**src/rtl/ctrl_unit_p_pkg.sv**
```systemverilog
// Shared encodings for the microcoded control unit: opcodes, FSM states,
// bus source codes, control-vector bit positions and ALU operations.
package ctrl_unit_p_pkg;

  typedef enum logic [3:0] {
    OP_NOP    = 4'd0,
    OP_LDAC   = 4'd1,
    OP_LDIAC  = 4'd2,
    OP_STAC   = 4'd3,
    OP_MVACR  = 4'd4,
    OP_MVRAC  = 4'd5,
    OP_MVACAR = 4'd6,
    OP_ADD    = 4'd7,
    OP_SUB    = 4'd8,
    OP_MUL    = 4'd9,
    OP_LSHIFT = 4'd10,
    OP_INAC   = 4'd11,
    OP_JPNZ   = 4'd12,
    OP_JMPZ   = 4'd13,
    OP_CLAC   = 4'd14,
    OP_END    = 4'd15
  } opcode_e;

  typedef enum logic [2:0] {
    S_IDLE, S_FETCH, S_DECODE, S_MEM_ADDR, S_MEM_WAIT, S_EXEC, S_JUMP, S_HALT
  } state_e;

  typedef enum logic [2:0] {
    ALU_PASS   = 3'd0,
    ALU_ADD    = 3'd1,
    ALU_SUB    = 3'd2,
    ALU_MUL    = 3'd3,
    ALU_LSHIFT = 3'd4
  } alu_op_e;

  // bus source codes
  localparam logic [3:0] RS_NONE = 4'd0;
  localparam logic [3:0] RS_PC   = 4'd1;
  localparam logic [3:0] RS_IR   = 4'd4;
  localparam logic [3:0] RS_AC   = 4'd5;
  localparam logic [3:0] RS_GPR0 = 4'd7;
  localparam logic [3:0] RS_DM   = 4'd12;
  localparam logic [3:0] RS_IM   = 4'd13;

  // control-vector bit positions
  localparam int CB_PC   = 0;
  localparam int CB_AR   = 1;
  localparam int CB_IR   = 2;
  localparam int CB_AC   = 3;
  localparam int CB_R    = 4;
  localparam int CB_DM   = 5;
  localparam int CB_ALU  = 6;
  localparam int CB_GPR0 = 7;

  // bus source code for general register index n (R(n+1))
  function automatic logic [3:0] rs_gpr(input logic [3:0] n);
    return RS_GPR0 + n;
  endfunction

endpackage

```
**src/rtl/ctrl_mul_timer.sv**
```systemverilog
// Down-counter that stretches the multiply over MUL_LAT cycles and flags
// the final cycle so the result strobe lands exactly once.
module ctrl_mul_timer #(
  parameter int MUL_LAT = 3
) (
  input  logic clk,
  input  logic rst_n,
  input  logic load,
  input  logic en,
  output logic last
);
  localparam logic [3:0] INIT = 4'(MUL_LAT - 1);

  logic [3:0] cnt;

  // load on decode, count down while the multiply executes
  always_ff @(posedge clk) begin
    if (!rst_n)                 cnt <= 4'd0;
    else if (load)              cnt <= INIT;
    else if (en && cnt != 4'd0) cnt <= cnt - 4'd1;
  end

  assign last = (cnt == 4'd0);

endmodule

```
**src/rtl/ctrl_unit_p.sv**
```systemverilog
// Control unit FSM: fetch/decode/execute sequencing for the accumulator
// datapath. Outputs decode from state plus the latched opcode; only the
// memory-ack and start qualified strobes depend on inputs.
module ctrl_unit_p
  import ctrl_unit_p_pkg::*;
#(
  parameter  int NUM_GPR = 4,
  parameter  int MUL_LAT = 3,
  localparam int CW      = 7 + NUM_GPR
) (
  input  logic          clk,
  input  logic          rst_n,
  input  logic          start,
  input  logic [7:0]    instr,
  input  logic          z,
  input  logic          mem_ack,
  output logic          mem_req,
  output logic          mem_sel,
  output logic          mem_we,
  output logic [3:0]    read_sel,
  output logic [CW-1:0] write_en,
  output logic [CW-1:0] inc_en,
  output logic [CW-1:0] clr_en,
  output logic [2:0]    alu_op,
  output logic          end_process,
  output logic          illegal_op
);

  state_e     state, nxt;
  opcode_e    op_q;
  logic [3:0] idx_q;
  logic       mul_last;

  // decode-time view of IR
  opcode_e op_d;
  logic    gpr_ok, bad_idx;
  assign op_d    = opcode_e'(instr[7:4]);
  assign gpr_ok  = int'(instr[3:0]) < NUM_GPR;
  assign bad_idx = (op_d == OP_MVACR || op_d == OP_MVRAC) && !gpr_ok;

  ctrl_mul_timer #(.MUL_LAT(MUL_LAT)) u_mul_timer (
    .clk   (clk),
    .rst_n (rst_n),
    .load  (state == S_DECODE && op_d == OP_MUL),
    .en    (state == S_EXEC && op_q == OP_MUL),
    .last  (mul_last)
  );

  // state register and decode-time opcode latch
  always_ff @(posedge clk) begin
    if (!rst_n) begin
      state <= S_IDLE;
      op_q  <= OP_NOP;
      idx_q <= 4'd0;
    end else begin
      state <= nxt;
      if (state == S_DECODE) begin
        op_q  <= op_d;
        idx_q <= instr[3:0];
      end
    end
  end

  // sticky bad-index flag and registered halt indicator
  always_ff @(posedge clk) begin
    if (!rst_n) begin
      illegal_op  <= 1'b0;
      end_process <= 1'b0;
    end else begin
      if (state == S_DECODE && bad_idx) illegal_op <= 1'b1;
      end_process <= (nxt == S_HALT);
    end
  end

  // next-state and control-vector decode
  always_comb begin
    nxt      = state;
    mem_req  = 1'b0;
    mem_sel  = 1'b0;
    mem_we   = 1'b0;
    read_sel = RS_NONE;
    write_en = '0;
    inc_en   = '0;
    clr_en   = '0;
    alu_op   = ALU_PASS;

    case (state)
      S_IDLE: begin
        if (start) begin
          clr_en[CB_PC] = 1'b1;
          clr_en[CB_AR] = 1'b1;
          clr_en[CB_AC] = 1'b1;
          nxt           = S_FETCH;
        end
      end

      S_FETCH: begin
        mem_req  = 1'b1;
        read_sel = RS_IM;
        if (mem_ack) begin
          write_en[CB_IR] = 1'b1;
          nxt             = S_DECODE;
        end
      end

      S_DECODE: begin
        inc_en[CB_PC] = 1'b1;
        case (op_d)
          OP_NOP:                      nxt = S_FETCH;
          OP_LDAC, OP_LDIAC, OP_STAC:  nxt = S_MEM_ADDR;
          OP_MVACR, OP_MVRAC:          nxt = bad_idx ? S_FETCH : S_EXEC;
          OP_END:                      nxt = S_HALT;
          default:                     nxt = S_EXEC;
        endcase
      end

      S_MEM_ADDR: begin
        write_en[CB_AR] = 1'b1;
        read_sel        = (op_q == OP_LDIAC) ? RS_IR : RS_AC;
        nxt             = S_MEM_WAIT;
      end

      S_MEM_WAIT: begin
        mem_req = 1'b1;
        mem_sel = 1'b1;
        if (op_q == OP_STAC) begin
          mem_we   = 1'b1;
          read_sel = RS_AC;
          if (mem_ack) write_en[CB_DM] = 1'b1;
        end else begin
          read_sel = RS_DM;
          if (mem_ack) write_en[CB_AC] = 1'b1;
        end
        if (mem_ack) nxt = S_FETCH;
      end

      S_EXEC: begin
        nxt = S_FETCH;
        case (op_q)
          OP_MVACR: begin
            read_sel = RS_AC;
            for (int k = 0; k < NUM_GPR; k++)
              if (idx_q == 4'(k)) write_en[CB_GPR0 + k] = 1'b1;
          end
          OP_MVRAC: begin
            read_sel        = rs_gpr(idx_q);
            write_en[CB_AC] = 1'b1;
          end
          OP_MVACAR: begin
            read_sel        = RS_AC;
            write_en[CB_AR] = 1'b1;
          end
          OP_ADD:    begin alu_op = ALU_ADD;    write_en[CB_ALU] = 1'b1; end
          OP_SUB:    begin alu_op = ALU_SUB;    write_en[CB_ALU] = 1'b1; end
          OP_LSHIFT: begin alu_op = ALU_LSHIFT; write_en[CB_ALU] = 1'b1; end
          OP_MUL: begin
            alu_op = ALU_MUL;
            if (mul_last) write_en[CB_ALU] = 1'b1;
            else          nxt = S_EXEC;
          end
          OP_INAC:  inc_en[CB_AC] = 1'b1;
          OP_CLAC:  clr_en[CB_AC] = 1'b1;
          OP_JPNZ:  nxt = z ? S_FETCH : S_JUMP;
          OP_JMPZ:  nxt = z ? S_JUMP : S_FETCH;
          default:  nxt = S_FETCH;
        endcase
      end

      S_JUMP: begin
        read_sel        = RS_IR;
        write_en[CB_PC] = 1'b1;
        nxt             = S_FETCH;
      end

      S_HALT: begin
        if (start) nxt = S_IDLE;
      end

      default: nxt = S_IDLE;
    endcase

    // reset silences every strobe immediately, not just after the edge
    if (!rst_n) begin
      nxt      = S_IDLE;
      mem_req  = 1'b0;
      mem_sel  = 1'b0;
      mem_we   = 1'b0;
      read_sel = RS_NONE;
      write_en = '0;
      inc_en   = '0;
      clr_en   = '0;
      alu_op   = ALU_PASS;
    end
  end

endmodule

```
**config.mk**
```make
export PLATFORM = sky130hd
export DESIGN_NAME = ctrl_unit_p
export DESIGN_NICKNAME = d
export VERILOG_FILES = /design/src/rtl/ctrl_unit_p_pkg.sv /design/src/rtl/ctrl_mul_timer.sv /design/src/rtl/ctrl_unit_p.sv
export SDC_FILE = /design/constraint.sdc
export NUM_CORES = 1
export LEC_CHECK = 0
export BUFFER_PORTS_ARGS = -buffer_cell sky130_fd_sc_hd__clkbuf_2
export CAP_MARGIN = 20
export CORE_ASPECT_RATIO = 1.25
export CORE_MARGIN = 2
export CORE_UTILIZATION = 43
export CTS_BUF_LIST = sky130_fd_sc_hd__clkbuf_4 sky130_fd_sc_hd__clkbuf_8
export DETAILED_ROUTE_END_ITERATION = 7
export HOLD_SLACK_MARGIN = 0.15
export PLACE_DENSITY = 0.71
export REMOVE_ABC_BUFFERS = 1
export SETUP_SLACK_MARGIN = 0.15
export SLEW_MARGIN = 20
export SYNTH_ARGS = -nofsm -noshare
export SYNTH_HDL_FRONTEND = slang
export SYNTH_SLANG_ARGS = --single-unit
export TNS_END_PERCENT = 100
```
**constraint.sdc**
```tcl
create_clock -name clk -period 1.55 [get_ports clk]
set_input_delay 0.31 -clock clk [delete_from_list [all_inputs] [get_ports clk]]
set_output_delay 0.31 -clock clk [all_outputs]
set_load 0.03 [all_outputs]
```
==> Word-level counts from Yosys, hierarchy flattened <==
Index checks and enable logic that the tools add are counted.
{ "classes": {"bitwise_logic": 1, "mul": 0, "n_div": 0, "shift": 0, "order_cmp": 1, "n_eq_ne": 31, "n_addsub": 2, "muxes": 58, "reduce_logical": 19} }
{ "ops": {"columns": ["op", "count"], "rows": [
  ["4-bit equality test (second input constant)", 9],
  ["3-bit 2-to-1 mux", 11],
  ["1-bit 2-to-1 mux", 26],
  ["4-bit by 2-bit equality test with 1-bit output (second input constant)", 6],
  ["4-bit by 3-bit equality test with 1-bit output (second input constant)", 6],
  ["3-bit one-hot mux with 4 select lines", 2],
  ["3-bit one-hot mux with 8 select lines", 1],
  ["4-bit 2-to-1 mux", 5],
  ["4-bit one-hot mux with 5 select lines", 1],
  ["3-bit equality test (second input constant)", 5],
  ["4-bit zero test", 3],
  ["11-bit 2-to-1 mux", 1],
  ["3-bit one-hot mux with 3 select lines", 1],
  ["4-bit by 1-bit equality test with 1-bit output (second input constant)", 2],
  ["2-bit 2-to-1 mux", 4],
  ["1-bit one-hot mux with 2 select lines", 4],
  ["4-bit one-hot mux with 2 select lines", 1],
  ["2-bit OR reduction", 4],
  ["3-bit by 2-bit equality test with 1-bit output (second input constant)", 2],
  ["3-bit OR reduction", 2],
  ["1-bit logical AND", 5],
  ["5-bit 2-to-1 mux", 1],
  ["3-bit by 4-bit adder with 4-bit output (first input constant)", 1],
  ["4-bit by 3-bit less-than comparator with 1-bit output (second input constant)", 1],
  ["other kinds (8)", 8]
]} }
{ "totals": {"mem_bits_ro": 0, "ff_bits": 17, "memories": 0, "elab_cells": 119, "ramBits": 0, "latchBits": 0} }

==> Depth between registers and ports, before layout <==
{ "depth": {"ltp_word": 8, "mapped_depth": 7} }

==> Modules after synthesis <==
A second synthesis with hierarchy kept.
{ "hier_totals": {"hier_cells": 198, "hier_area_um2": 1562.7} }
{ "modules_own_cells": {"columns": ["module", "cells_each", "n_inst", "seq_area_each_um2", "area_per_inst_um2"], "rows": [
  ["ctrl_unit_p", 174, 1, 260.2, 1357.6],
  ["ctrl_mul_timer", 24, 1, 80.1, 205.2]
]} }

==> Worst setup path after synthesis <==
No wires, ideal clock.
{ "synth_timing": {"path_type": "reg-to-output", "startpoint": "reg state[2]", "endpoint": "out write_en[5]", "required_time_ns": 1.240, "path_buffers": 1, "t_arrival_ns": 1.925, "stages_incl_launch_ff": 5, "setup_slack_ns": -0.685, "cell_sequence": "dfxtp_1 clkbuf_1 nand2b_1 nor3_1 and2_1"} }
{ "synth_via": {"elab_chain_len": 3} }
{ "synth_lines": {"columns": ["item", "line_no", "text"], "rows": [
  ["start: declaration", "ctrl_unit_p.sv:29", "state_e state, nxt;"],
  ["start signal: assignment", "ctrl_unit_p.sv:56", "state <= nxt;"],
  ["3-bit equality test", "ctrl_unit_p.sv:87", "case (state)"],
  ["1-bit 2-to-1 mux", "ctrl_unit_p.sv:87", null],
  ["11-bit 2-to-1 mux", "ctrl_unit_p.sv:183", "if (!rst_n) begin"],
  ["end: declaration", "ctrl_unit_p.sv:21", "output logic [CW-1:0] write_en,"]
]} }
Every way passes these cells.

==> Worst setup path after layout <==
{ "layout_timing": {"startpoint": "reg idx_q[0]", "endpoint": "out read_sel[3]"} }
{ "layout_via": {"elab_chain_len": 4} }
{ "layout_lines": {"columns": ["item", "line_no", "text"], "rows": [
  ["start: declaration", "ctrl_unit_p.sv:31", "logic [3:0] idx_q;"],
  ["start signal: assignment", "ctrl_unit_p.sv:59", "idx_q <= instr[3:0];"],
  ["3-bit by 4-bit adder with 4-bit output", "ctrl_unit_p_pkg.sv:57", "return RS_GPR0 + n;"],
  ["4-bit one-hot mux with 2 select lines", "ctrl_unit_p.sv:139", "case (op_q)"],
  ["4-bit one-hot mux with 5 select lines", "ctrl_unit_p.sv:87", null],
  ["4-bit 2-to-1 mux", "ctrl_unit_p.sv:183", null],
  ["end: declaration", "ctrl_unit_p.sv:20", "output logic [3:0] read_sel,"]
]} }
Every way passes these cells.

==> impl_metrics.py <==
metrics = {
    "status": {
        "run_status": "finished with violations",
        "violations": "negative setup slack",
    },
    "layout": {
        "fin_util": 0.848,
        "antenna_cells": 0,
        "num-nets-final": 330,
        "drive_gt1_frac": 0.608,
        "final_area_um2": 2900,
        "num-fill-cells": 177,
        "areaGrowthSynthToFinish_pct": 91.8,
        "mostFrequentLayoutCells": "51 x buf_4, 23 x nand2_1, 22 x buf_6, 18 x conb_1, 14 x clkbuf_2",
        "final_common_cell": "buf_4",
    },
    "place": {
        "portBuffers": 39,
        "gp_congestion": 0.932,
        "post-dp-hpwl_um": 3260,
        "place_area_um2": 2040,
    },
    "power": {
        "peakVddDrop_uv": 622,
        "p_per_area_nw_per_um2": 363,
        "p_leak_uw": 0.00121,
    },
    "route": {
        "drt-initial-drc-count": 130,
        "drc": 0,
        "postRouteAntennaNets": 0,
        "vias": 1936,
        "viasPerCell": 5.56,
        "route.met2.wl_um": 3540,
        "drt-met1-wl_um": 2420,
        "highest_layer": "met4",
        "wirelength_um": 6420,
        "met3_length_um": 253,
        "drtPass1Iterations": 4,
        "post_drt_wl_per_cell_um": 18.5,
    },
    "floorplan": {
        "dieArea_um2": 4010,
        "ios": 58,
        "fp.dieH_um": 70.3,
        "rows": 24,
        "core_region_area_um2": 3420,
        "start_util": 0.442,
        "die_x_um": 57.1,
    },
    "critical_path": {
        "cp_data_required_time_ns": 1.24,
        "cp-start-kind": "flip-flop",
        "end_kind": "primary output",
        "critical_path_class": "reg -> out",
        "arrival_ns": 1.70,
        "cp_max_fo": 3,
    },
    "global_routing": {
        "grt_antenna_before_repair": 0,
        "grt_pass1_vias": 1796,
        "track_usage": 0.268,
        "grt-ovfl-total": 0,
        "grt_max_degree": 11,
        "grt_pass1_wl_um": 8360,
    },
    "yosys": {
        "synth_cell_types": 43,
        "synthFlopType": "dfxtp_1",
        "syn_avg_cell_area_um2": 7.14,
        "synth-edff-count": 0,
        "synth_seq_cells": 17,
        "async_reset_ff_frac": 0,
        "netlist.area_leader.share": 0.225,
        "synthCells": 212,
        "synthTopCellsByArea": "dfxtp_1 22%, buf_4 9.4%, nand2_1 7.7%",
        "ys_seq_area_frac": 0.225,
        "synth_area_um2": 1510,
        "synth_warnings": 0,
        "yosys.area.top_type": "dfxtp_1",
    },
    "clock_network": {
        "h-tree-depth": 1,
        "cts_buffer_depth": 2,
        "cts.reportedPaths.clkPinSlew_ns": 0.07,
        "clk_latency_ns": 0.26,
        "cts_root_buf": "clkbuf_8",
        "tritoncts": "yes",
        "cts-hold-fix-buffers": 0,
        "cts_sinks": 17,
        "cts_made_buffers": 3,
    },
    "timing": {
        "finalCriticalPeriod_ns": 2.01,
        "fin_skew_ns": 0.00387,
        "fin_ws_ns": -0.456,
        "max_slew_margin": 0.636,
        "period_share": 1.29,
        "hold_viol_final": 0,
        "max_slew.worst_pin.slew_ns": 0.543,
        "hold_slack_ns": 0.257,
        "slew_violations": 0,
        "timing.fmax_ghz": 0.499,
        "setup_violations": 32,
        "rsz0062_at_grt": "yes",
    },
    "job": {
        "maxCapViolCount": 0,
    },
    "min_path": {
        "hp-class": "in -> reg",
    },
}
[synthesized netlist by cell type (2+ instances only)]
cell type	count
a21boi_1	8
a21oi_1	12
a22oi_1	2
a31oi_1	2
and2_1	7
and3_1	2
buf_4	19
clkbuf_1	10
dfxtp_1	17
ha_1	7
inv_1	6
nand2_1	31
nand2b_1	9
nand3_1	5
nand4b_1	2
nor2_1	20
nor2b_1	7
nor3_1	8
nor3b_1	2
nor4_1	2
o21a_1	2
o21ai_0	5
o21ai_1	2
o31ai_1	2
xnor2_1	2
xor2_1	4
[state kept, by name (all words and copies together) (netlist names)]
| signal | cells |
|---|---|
| end_process | 1 |
| illegal_op | 1 |
| state | 3 |
| u_mul_timer.cnt | 4 |
| idx_q | 4 |
| op_q | 4 |
[metrics by stage]
stage                     total power (uW)  cells  setup slack [ns]  TNS [ns]
after floorplan                        560    198            -0.581     -4.60
final                                 1050    348            -0.456     -7.64
after detailed placement               638    330            -0.254     -2.54
after global routing                  1080    348            -0.540     -9.40
after CTS                             1010    340            -0.321     -5.24
after global placement                 637    330            -0.253     -2.27
[power by group]
| part | total (uW) | switching (uW) | internal [uW] | leakage (uW) |
|---|---|---|---|---|
| Clock | 374 | 173 | 201 | 0.0000262 |
| Sequential | 432 | 2.34 | 430 | 0.000144 |
| Combinational | 248 | 159 | 88.6 | 0.00104 |
| Total | 1050 | 334 | 719 | 0.00121 |
[cells by family after synthesis]
| group | after synthesis | share of synthesized area |
|---|---|---|
| fa+ha+maj | 7 | 0.0578 |
| flops | 17 | 0.225 |
| buf+inv | 37 | 0.145 |
| simple gates | 100 | 0.334 |
| compound gates | 44 | 0.202 |
| xor+xnor | 6 | 0.0347 |
| other cells | 1 | 0.00248 |
[path summary, 6_finish.rpt]
| path | slack [ns] | start | depth (start not counted) | end |
|---|---|---|---|---|
| min reg2reg | 0.47 | illegal_op$_SDFFE_PN0P_ | 1 | illegal_op$_SDFFE_PN0P_ |
| max reg2reg | -0.15 | op_q[1]$_SDFFE_PN0P_ | 7 | state[2]$_SDFF_PN0_ |
| min | 0.26 | instr[0] | 3 | idx_q[0]$_SDFFE_PN0P_ |
| max | -0.46 | idx_q[0]$_SDFFE_PN0P_ | 7 | read_sel[3] |
[repair_timing]
action	4_1_cts	5_1_grt
setup buffers	6	8
resized for setup	113	83
endpoints found under the setup margin	33	42
pin swaps	22	27
endpoints found under the hold margin	0	0
[cell type report]
cell class / instances / area [um^2] / share of cell area
clock buffers: 4 / 48.8 / 0.0168
flip-flops and latches: 17 / 367 / 0.126
well taps: 39 / 48.8 / 0.0168
inverters: 6 / 27.5 / 0.00948
multi-input cells: 175 / 1410 / 0.487
repair buffers: 107 / 998 / 0.344
[routing by layer]
metal,vias to the layer above,track usage
li1,879,-
met1,951,0.283
met2,85,0.533
met3,21,0.0148
met4,0,0.101
met5,-,0
[worst max-delay path, stage by stage (launching register included)]
cell     delay [ns]
dfxtp_2        0.35
buf_6          0.13
nor3_4         0.17
xor2_1         0.24
o21ai_1        0.09
a22oi_1        0.18
nor2_1         0.09
buf_4          0.18
No activity file was read; power rests on OpenSTA's default activity.
